$ cat src/rtl/rv32_decode_stage.sv
// RV32I decode stage: decodes the offered instruction combinationally and queues the
// decoded record in a small FIFO with valid/ready on both sides.
module rv32_decode_stage #(
  parameter int DEPTH        = 2,
  parameter bit ENABLE_M     = 1'b0,
  parameter bit ENABLE_ZICSR = 1'b1
) (
  input  logic        clk,
  input  logic        rst,
  input  logic        in_valid,
  output logic        in_ready,
  input  logic [31:0] in_pc,
  input  logic [31:0] in_inst,
  output logic        out_valid,
  input  logic        out_ready,
  output logic [31:0] out_pc,
  output logic [6:0]  out_opcode,
  output logic [4:0]  out_rd,
  output logic [4:0]  out_rs1,
  output logic [4:0]  out_rs2,
  output logic [2:0]  out_funct3,
  output logic [6:0]  out_funct7,
  output logic [31:0] out_imm,
  output logic        out_illegal,
  output logic [15:0] illegal_count
);

  localparam int PW = (DEPTH > 1) ? $clog2(DEPTH) : 1;
  localparam logic [2:0]    DEPTH_C = 3'(DEPTH);
  localparam logic [PW-1:0] LAST    = PW'(DEPTH - 1);

  // Register fields are plain slices of the instruction, so only inst/imm/illegal are stored.
  typedef struct packed {
    logic [31:0] pc;
    logic [31:0] inst;
    logic [31:0] imm;
    logic        illegal;
  } rec_t;

  rec_t          mem [DEPTH];
  rec_t          dec_rec;
  rec_t          rd_rec;
  logic [PW-1:0] wr_ptr;
  logic [PW-1:0] rd_ptr;
  logic [2:0]    count;
  logic [31:0]   dec_imm;
  logic          dec_illegal;
  logic          push;
  logic          pop;
  logic [6:0]    opcode;
  logic [2:0]    funct3;
  logic [6:0]    funct7;

  function automatic logic [PW-1:0] ptr_inc(input logic [PW-1:0] p);
    return (p == LAST) ? '0 : p + PW'(1);
  endfunction

  assign opcode = in_inst[6:0];
  assign funct3 = in_inst[14:12];
  assign funct7 = in_inst[31:25];

  assign in_ready  = (count < DEPTH_C);
  assign out_valid = (count != 3'd0);
  assign push      = in_valid && in_ready;
  assign pop       = out_valid && out_ready;

  // Immediate selection by format; sign always comes from inst[31].
  always_comb begin
    dec_imm = {{20{in_inst[31]}}, in_inst[31:20]};
    case (opcode)
      7'h23:        dec_imm = {{20{in_inst[31]}}, in_inst[31:25], in_inst[11:7]};
      7'h37, 7'h17: dec_imm = {in_inst[31:12], 12'h000};
      7'h6F:        dec_imm = {{12{in_inst[31]}}, in_inst[19:12], in_inst[20], in_inst[30:21], 1'b0};
      7'h63:        dec_imm = {{20{in_inst[31]}}, in_inst[7], in_inst[30:25], in_inst[11:8], 1'b0};
      default:      dec_imm = {{20{in_inst[31]}}, in_inst[31:20]};
    endcase
  end

  // Legality check; opcodes with inst[1:0] != 2'b11 fall into the default arm.
  always_comb begin
    dec_illegal = 1'b0;
    case (opcode)
      7'h03: dec_illegal = (funct3 == 3'd3) || (funct3 == 3'd6) || (funct3 == 3'd7);
      7'h23: dec_illegal = (funct3 > 3'd2);
      7'h63: dec_illegal = (funct3 == 3'd2) || (funct3 == 3'd3);
      7'h67: dec_illegal = (funct3 != 3'd0);
      7'h13: begin
        if (funct3 == 3'd1)      dec_illegal = (funct7 != 7'h00);
        else if (funct3 == 3'd5) dec_illegal = (funct7 != 7'h00) && (funct7 != 7'h20);
        else                     dec_illegal = 1'b0;
      end
      7'h33: begin
        if (funct7 == 7'h00)      dec_illegal = 1'b0;
        else if (funct7 == 7'h20) dec_illegal = (funct3 != 3'd0) && (funct3 != 3'd5);
        else if (funct7 == 7'h01) dec_illegal = !ENABLE_M;
        else                      dec_illegal = 1'b1;
      end
      7'h73: begin
        if (funct3 == 3'd4)       dec_illegal = 1'b1;
        else if (funct3 != 3'd0)  dec_illegal = !ENABLE_ZICSR;
        else                      dec_illegal = (in_inst[31:7] != 25'h0) && (in_inst[31:7] != 25'h2000);
      end
      7'h37, 7'h17, 7'h6F, 7'h0F: dec_illegal = 1'b0;
      default: dec_illegal = 1'b1;
    endcase
  end

  assign dec_rec = '{pc: in_pc, inst: in_inst, imm: dec_imm, illegal: dec_illegal};
  assign rd_rec  = mem[rd_ptr];

  assign out_pc      = rd_rec.pc;
  assign out_opcode  = rd_rec.inst[6:0];
  assign out_rd      = rd_rec.inst[11:7];
  assign out_rs1     = rd_rec.inst[19:15];
  assign out_rs2     = rd_rec.inst[24:20];
  assign out_funct3  = rd_rec.inst[14:12];
  assign out_funct7  = rd_rec.inst[31:25];
  assign out_imm     = rd_rec.imm;
  assign out_illegal = rd_rec.illegal;

  // FIFO storage, pointers, occupancy and the saturating illegal counter.
  always_ff @(posedge clk) begin
    if (rst) begin
      count         <= 3'd0;
      wr_ptr        <= '0;
      rd_ptr        <= '0;
      illegal_count <= 16'h0000;
      for (int i = 0; i < DEPTH; i++) begin
        mem[i] <= '0;
      end
    end else begin
      if (push) begin
        mem[wr_ptr] <= dec_rec;
        wr_ptr      <= ptr_inc(wr_ptr);
      end else begin
        wr_ptr <= wr_ptr;
      end
      if (pop) begin
        rd_ptr <= ptr_inc(rd_ptr);
      end else begin
        rd_ptr <= rd_ptr;
      end
      case ({push, pop})
        2'b10:   count <= count + 3'd1;
        2'b01:   count <= count - 3'd1;
        default: count <= count;
      endcase
      if (push && dec_illegal && (illegal_count != 16'hFFFF)) begin
        illegal_count <= illegal_count + 16'd1;
      end else begin
        illegal_count <= illegal_count;
      end
    end
  end

endmodule

$ cat config.mk
export PLATFORM = sky130hd
export DESIGN_NAME = rv32_decode_stage
export DESIGN_NICKNAME = d
export VERILOG_FILES = /design/src/rtl/rv32_decode_stage.sv
export SDC_FILE = /design/constraint.sdc
export NUM_CORES = 1
export LEC_CHECK = 0
export ABC_CLOCK_PERIOD_IN_PS = 6620
export CAP_MARGIN = 20
export CORE_AREA = 2 2 183 185
export CTS_CLUSTER_DIAMETER = 30
export DETAILED_ROUTE_END_ITERATION = 16
export DIE_AREA = 0 0 185 187
export GPL_ROUTABILITY_DRIVEN = 0
export SLEW_MARGIN = 20
export SYNTH_ARGS = -nofsm -noshare
export SYNTH_HDL_FRONTEND = slang
export SYNTH_SLANG_ARGS = --single-unit
$ cat constraint.sdc
create_clock -name clk -period 6.62 [get_ports clk]
set_input_delay 1.324 -clock clk [delete_from_list [all_inputs] [get_ports clk]]
set_output_delay 1.324 -clock clk [all_outputs]
set_load 0.02 [all_outputs]
* After elaboration in Yosys (flattened, before gate mapping)
Memory sizes are Yosys's and may differ from the RTL's. A register that Yosys moved wholly into a read port is not among the register bits.
Cells that the tools add are included.
** Cells by class
- Reductions and logical operators :: 19
- Muxes and demuxes :: 21
- Add/subtract/negate cells :: 5
- Eq/ne operators :: 25
- Order comparisons :: 2
** Operator list (count)
- $pmux 31 s4 :: 1
- $mux 97 :: 1
- $reduce_or 97->1 :: 1
- $eq 7x6->1 const B :: 4
- $eq 7x7->1 const B :: 4
- $ne 25x14->1 const B :: 1
- $reduce_bool 25->1 :: 1
- $mux 1 :: 17
- $add 16x1->16 const B :: 1
- $ne 16x16->1 const B :: 1
- $eq 7x5->1 const B :: 2
- $eq 3x3->1 const B :: 4
- $pmux 1 s8 :: 1
- $eq 7x2->1 const B :: 1
- $eq 7x4->1 const B :: 1
- $logic_and 1x1->1 :: 7
- $logic_not 7->1 :: 1
- $ne 7x6->1 const B :: 1
- $reduce_bool 7->1 :: 1
- $eq 3x2->1 const B :: 2
- $pmux 3 s2 :: 1
- $reduce_bool 3->1 :: 2
- $reduce_or 4->1 :: 1
- $add 3x1->3 const B :: 1
- 11 further kinds :: 14
** Word-level totals
- Bits in writable memories :: 194
- Word-level logic and storage cells :: 77
- Flip-flop bits (word level) :: 21
- Output and inout port bits :: 115
- Memories kept :: 1
- Bits of input ports :: 68
** Memory list
- mem :: words 2, bits a word 97, rd ports 1, clocked after Yosys merged registers in 1, write ports 2, RTL line 40 : rec_t mem [DEPTH];

* Logic depth before layout (Yosys ltp)
- Word-level depth :: 7
- Gate-level depth with buffers :: 9
- Gate-level depth less buffers :: 9

* Worst setup path after synthesis
OpenSTA, ideal clock, no wires.
- Kind :: input port to flip-flop
- Start point :: input port in_valid
- End point :: memory mem[0][0] (netlist name), enable pin
- Arrival :: 6027 ps
- Data required time :: 6050 ps
- Slack :: 23 ps
- Setup time :: 570 ps
- Stages on the path :: 3
- Path buffers :: 0
- Cells stage by stage :: and2_1 inv_1 o21bai_1
** RTL lines
- start, declared :: RTL line 10 : input logic in_valid,
- end, declared :: RTL line 40

==> flow_metrics.py <==
metrics = {
    "run_status": {
        "outcome": "completed",
    },
    "clock_network": {
        "post_cts.repair.setup_buffers": 0,
        "clk_path_buf_depth": 3,
        "path_clk_slew_ns": 0.04,
        "htreeDepth": 2,
        "cts_tree": "yes",
        "clk_latency_ns": 0.55,
        "holdBufCountCts": 0,
        "post_cts_resize_count": 0,
        "cts.sinks": 214,
        "cts_buffers": 54,
        "cts_root_buf": "clkbuf_16",
    },
    "worst_setup_path": {
        "r2r_cells": 6,
        "worstSetupStartpointType": "flip-flop",
        "arrival_ns": 2.63,
        "slowest_delay_ns": 0.61,
        "ff2ff_setup_slack_ns": 3.86,
        "path_cells": "buf_4 > mux2_2 > clkdlybuf4s50_1",
        "reg2reg_to": "mem[1][68]$_SDFFCE_PN0P_",
        "endpoint_kind": "primary output",
        "timing.rr.start": "count[2]$_SDFFE_PP0P_",
        "path_buf_inv": 2,
        "critPathMaxFanout": 26,
        "cp_top_family": "buffers and inverters",
        "crit_type": "reg2out",
        "required_ns": 5.30,
        "critPathSlowestCell": "dfxtp_4",
    },
    "detailed_routing": {
        "ant_nets": 0,
        "vias_per_cell": 4.53,
        "remaining_drc_errors": 0,
        "drt-total-wl_um": 25400,
        "dr.pass1.iters": 4,
        "detail_route.wl_per_cell_um": 17.8,
        "dr.first_iter.drc_count": 357,
        "vias": 6440,
    },
    "yosys": {
        "synth-main-ff-cell": "edfxtp_1",
        "synth-compound-area-share_pct": 3.93,
        "synthArstFlopShare_pct": 0,
        "syn-cell-area_um2": 9650,
        "ys_seq_elements": 214,
        "synth_top_area_share_pct": 59.7,
        "synth-adder-area-share_pct": 0.467,
        "synth_mux_area_share_pct": 12.0,
        "synth_xor_area_share_pct": 1.18,
        "syn_area_per_cell_um2": 13.4,
        "synth_top_family_by_area": "simple AND/OR/NAND/NOR gates",
        "yosysSeqAreaShare_pct": 64.3,
        "synth_edf_count": 192,
        "yosys.area.top_type": "edfxtp_1",
        "yosys.area_share.simple_pct": 16.0,
        "ys_warn_count": 0,
        "ys_top_cells_by_area": "edfxtp_1 (60%), mux2_2 (11%), and2_1 (8.9%), dfxtp_1 (4.6%), nor2_1 (3.2%)",
        "syn_nets": 793,
        "ys_types": 48,
        "synth_cells": 722,
    },
    "power": {
        "totalPowerFinal_mw": 6.41,
        "p_leak_nw": 5.22,
        "power_density_nw_per_um2": 459,
        "vdd_drop_max_v": 0.000255,
    },
    "worst_hold_path": {
        "min_path_type": "reg2reg",
        "hold_end": "count[2]$_SDFFE_PP0P_",
        "min_path_cells": 2,
        "hp-start": "count[2]$_SDFFE_PP0P_",
    },
    "sta": {
        "fin_setup_tns_ns": 0,
        "rsz0062_at_grt": "no",
        "setup_viol": 0,
        "hold_viol_final": 0,
        "layout_min_cycle_time_ns": 3.96,
        "tightest_slew_ns": 0.930,
        "slew_headroom_pct": 37.9,
        "fin_crit_sh_pct": 59.8,
        "whs_ns": 0.504,
        "maxSlewViolCount": 0,
        "setup_ws_ns": 2.66,
        "skew_ns": 0.0146,
        "fmax_mhz": 253,
    },
    "floorplan": {
        "start_util_pct": 29.4,
        "row_count": 67,
        "ios": 183,
        "dieArea_um2": 34600,
        "core_area_um2": 32900,
        "fp.dieH_um": 187,
        "fp.dieW_um": 185,
    },
    "global_route": {
        "antenna_found_initial": 1,
        "groute.usage.overall_pct": 14.7,
        "grt_pass1_wl_um": 38700,
        "first_global_vias": 6626,
        "grt_overflow": 0,
        "grt_max_degree": 72,
    },
    "finish": {
        "antenna-diode-count": 0,
        "nNetsFinal": 1001,
        "drive_gt1_share_pct": 20.9,
        "stdcell_count": 1423,
        "seqCellArea_um2": 6210,
        "finish.utilization_pct": 42.5,
        "syn_to_final_growth_pct": 44.7,
        "num-fill-cells": 3104,
        "multi_input_area_um2": 3270,
        "fin_area_um2": 14000,
    },
    "place": {
        "placed_area_um2": 12000,
        "pre_cts_ws_ns": 2.30,
        "dpl.hpwl_um": 15800,
        "dp_cells": 1320,
        "portBuffers": 182,
    },
    "flow_run": {
        "drv_cap": 0,
    },
}
-- state kept, by name, indices dropped and copies added, names as in the netlist, named ones only --
signal and count:
rd_ptr 1, mem 192, illegal_count 16, wr_ptr 1, count 3
-- area by class of cell --
cell class / count / area share [%]
Sequential cell: 214 / 44.5
Multi-Input combinational cell: 456 / 23.4
Timing Repair Buffer: 194 / 14.0
Clock buffer: 62 / 10.0
Tap cell: 448 / 4.01
Clock inverter: 39 / 3.79
Inverter: 10 / 0.269
-- placed cells by master (no fill, tap or decap), types with 10 or more instances in the layout --
cell type,netlist,routed
nor2_1,83,83
clkinv_1,0,10
a21oi_1,25,25
clkdlybuf4s50_1,0,182
clkbuf_16,0,55
and2_1,137,137
xnor2_1,10,10
dfxtp_1,22,21
bufinv_16,0,12
edfxtp_1,192,192
mux2_2,96,96
-- power breakdown --
group          switching, mW  internal [mW]  total (mW)
Combinational          0.930          0.835        1.77
Sequential            0.0933           1.78        1.88
Clock                  0.795           1.97        2.77
-- routing by layer --
metal,up-vias,part of all wire (%),GRT usage (%)
li1,3033,-,-
met1,3116,45,19.6
met2,248,45,22.7
met3,43,7.8,4.56
met4,0,2.2,4.67
met5,-,0,0
-- how the worst max path moves through the flow --
stage / from / to / cells after the start
floorplan: in_valid / mem[0][0]$_SDFFCE_PN0P_ / 3
global placement: in_inst[31] / illegal_count[4]$_SDFFE_PP0P_ / 7
detailed placement: in_inst[31] / illegal_count[4]$_SDFFE_PP0P_ / 7
CTS: flip-flop / out_imm[28] / 3
global route: flip-flop / out_imm[28] / 3
finish: flip-flop / out_imm[28] / 3
-- worst min-delay path, delay by kind of cell, from the launching register on --
kind | cells | cell delay, ns
compound gates | 2 | 0.13
flops | 1 | 0.32
-- synthesized netlist by cell type, drive strengths merged (9+ instances only) --
library cell	number
edfxtp	192
and2	137
mux2	101
nor2	83
clkbuf	35
a21oi	26
dfxtp	22
inv	10
xnor2	10
nand2	9
nor2b	9
-- logic make-up (layout without fill, tap and decap cells) --
kind of cell,Yosys count,in the layout
AOI/OAI and AO/OA,55,55
xor gates and xnor gates,13,13
buffers and inverters,52,305
adders and majority gates,3,3
and+or+nand+nor,282,282
DFF,214,214
muxes,103,103
Power figures use the tool's default switching activity.
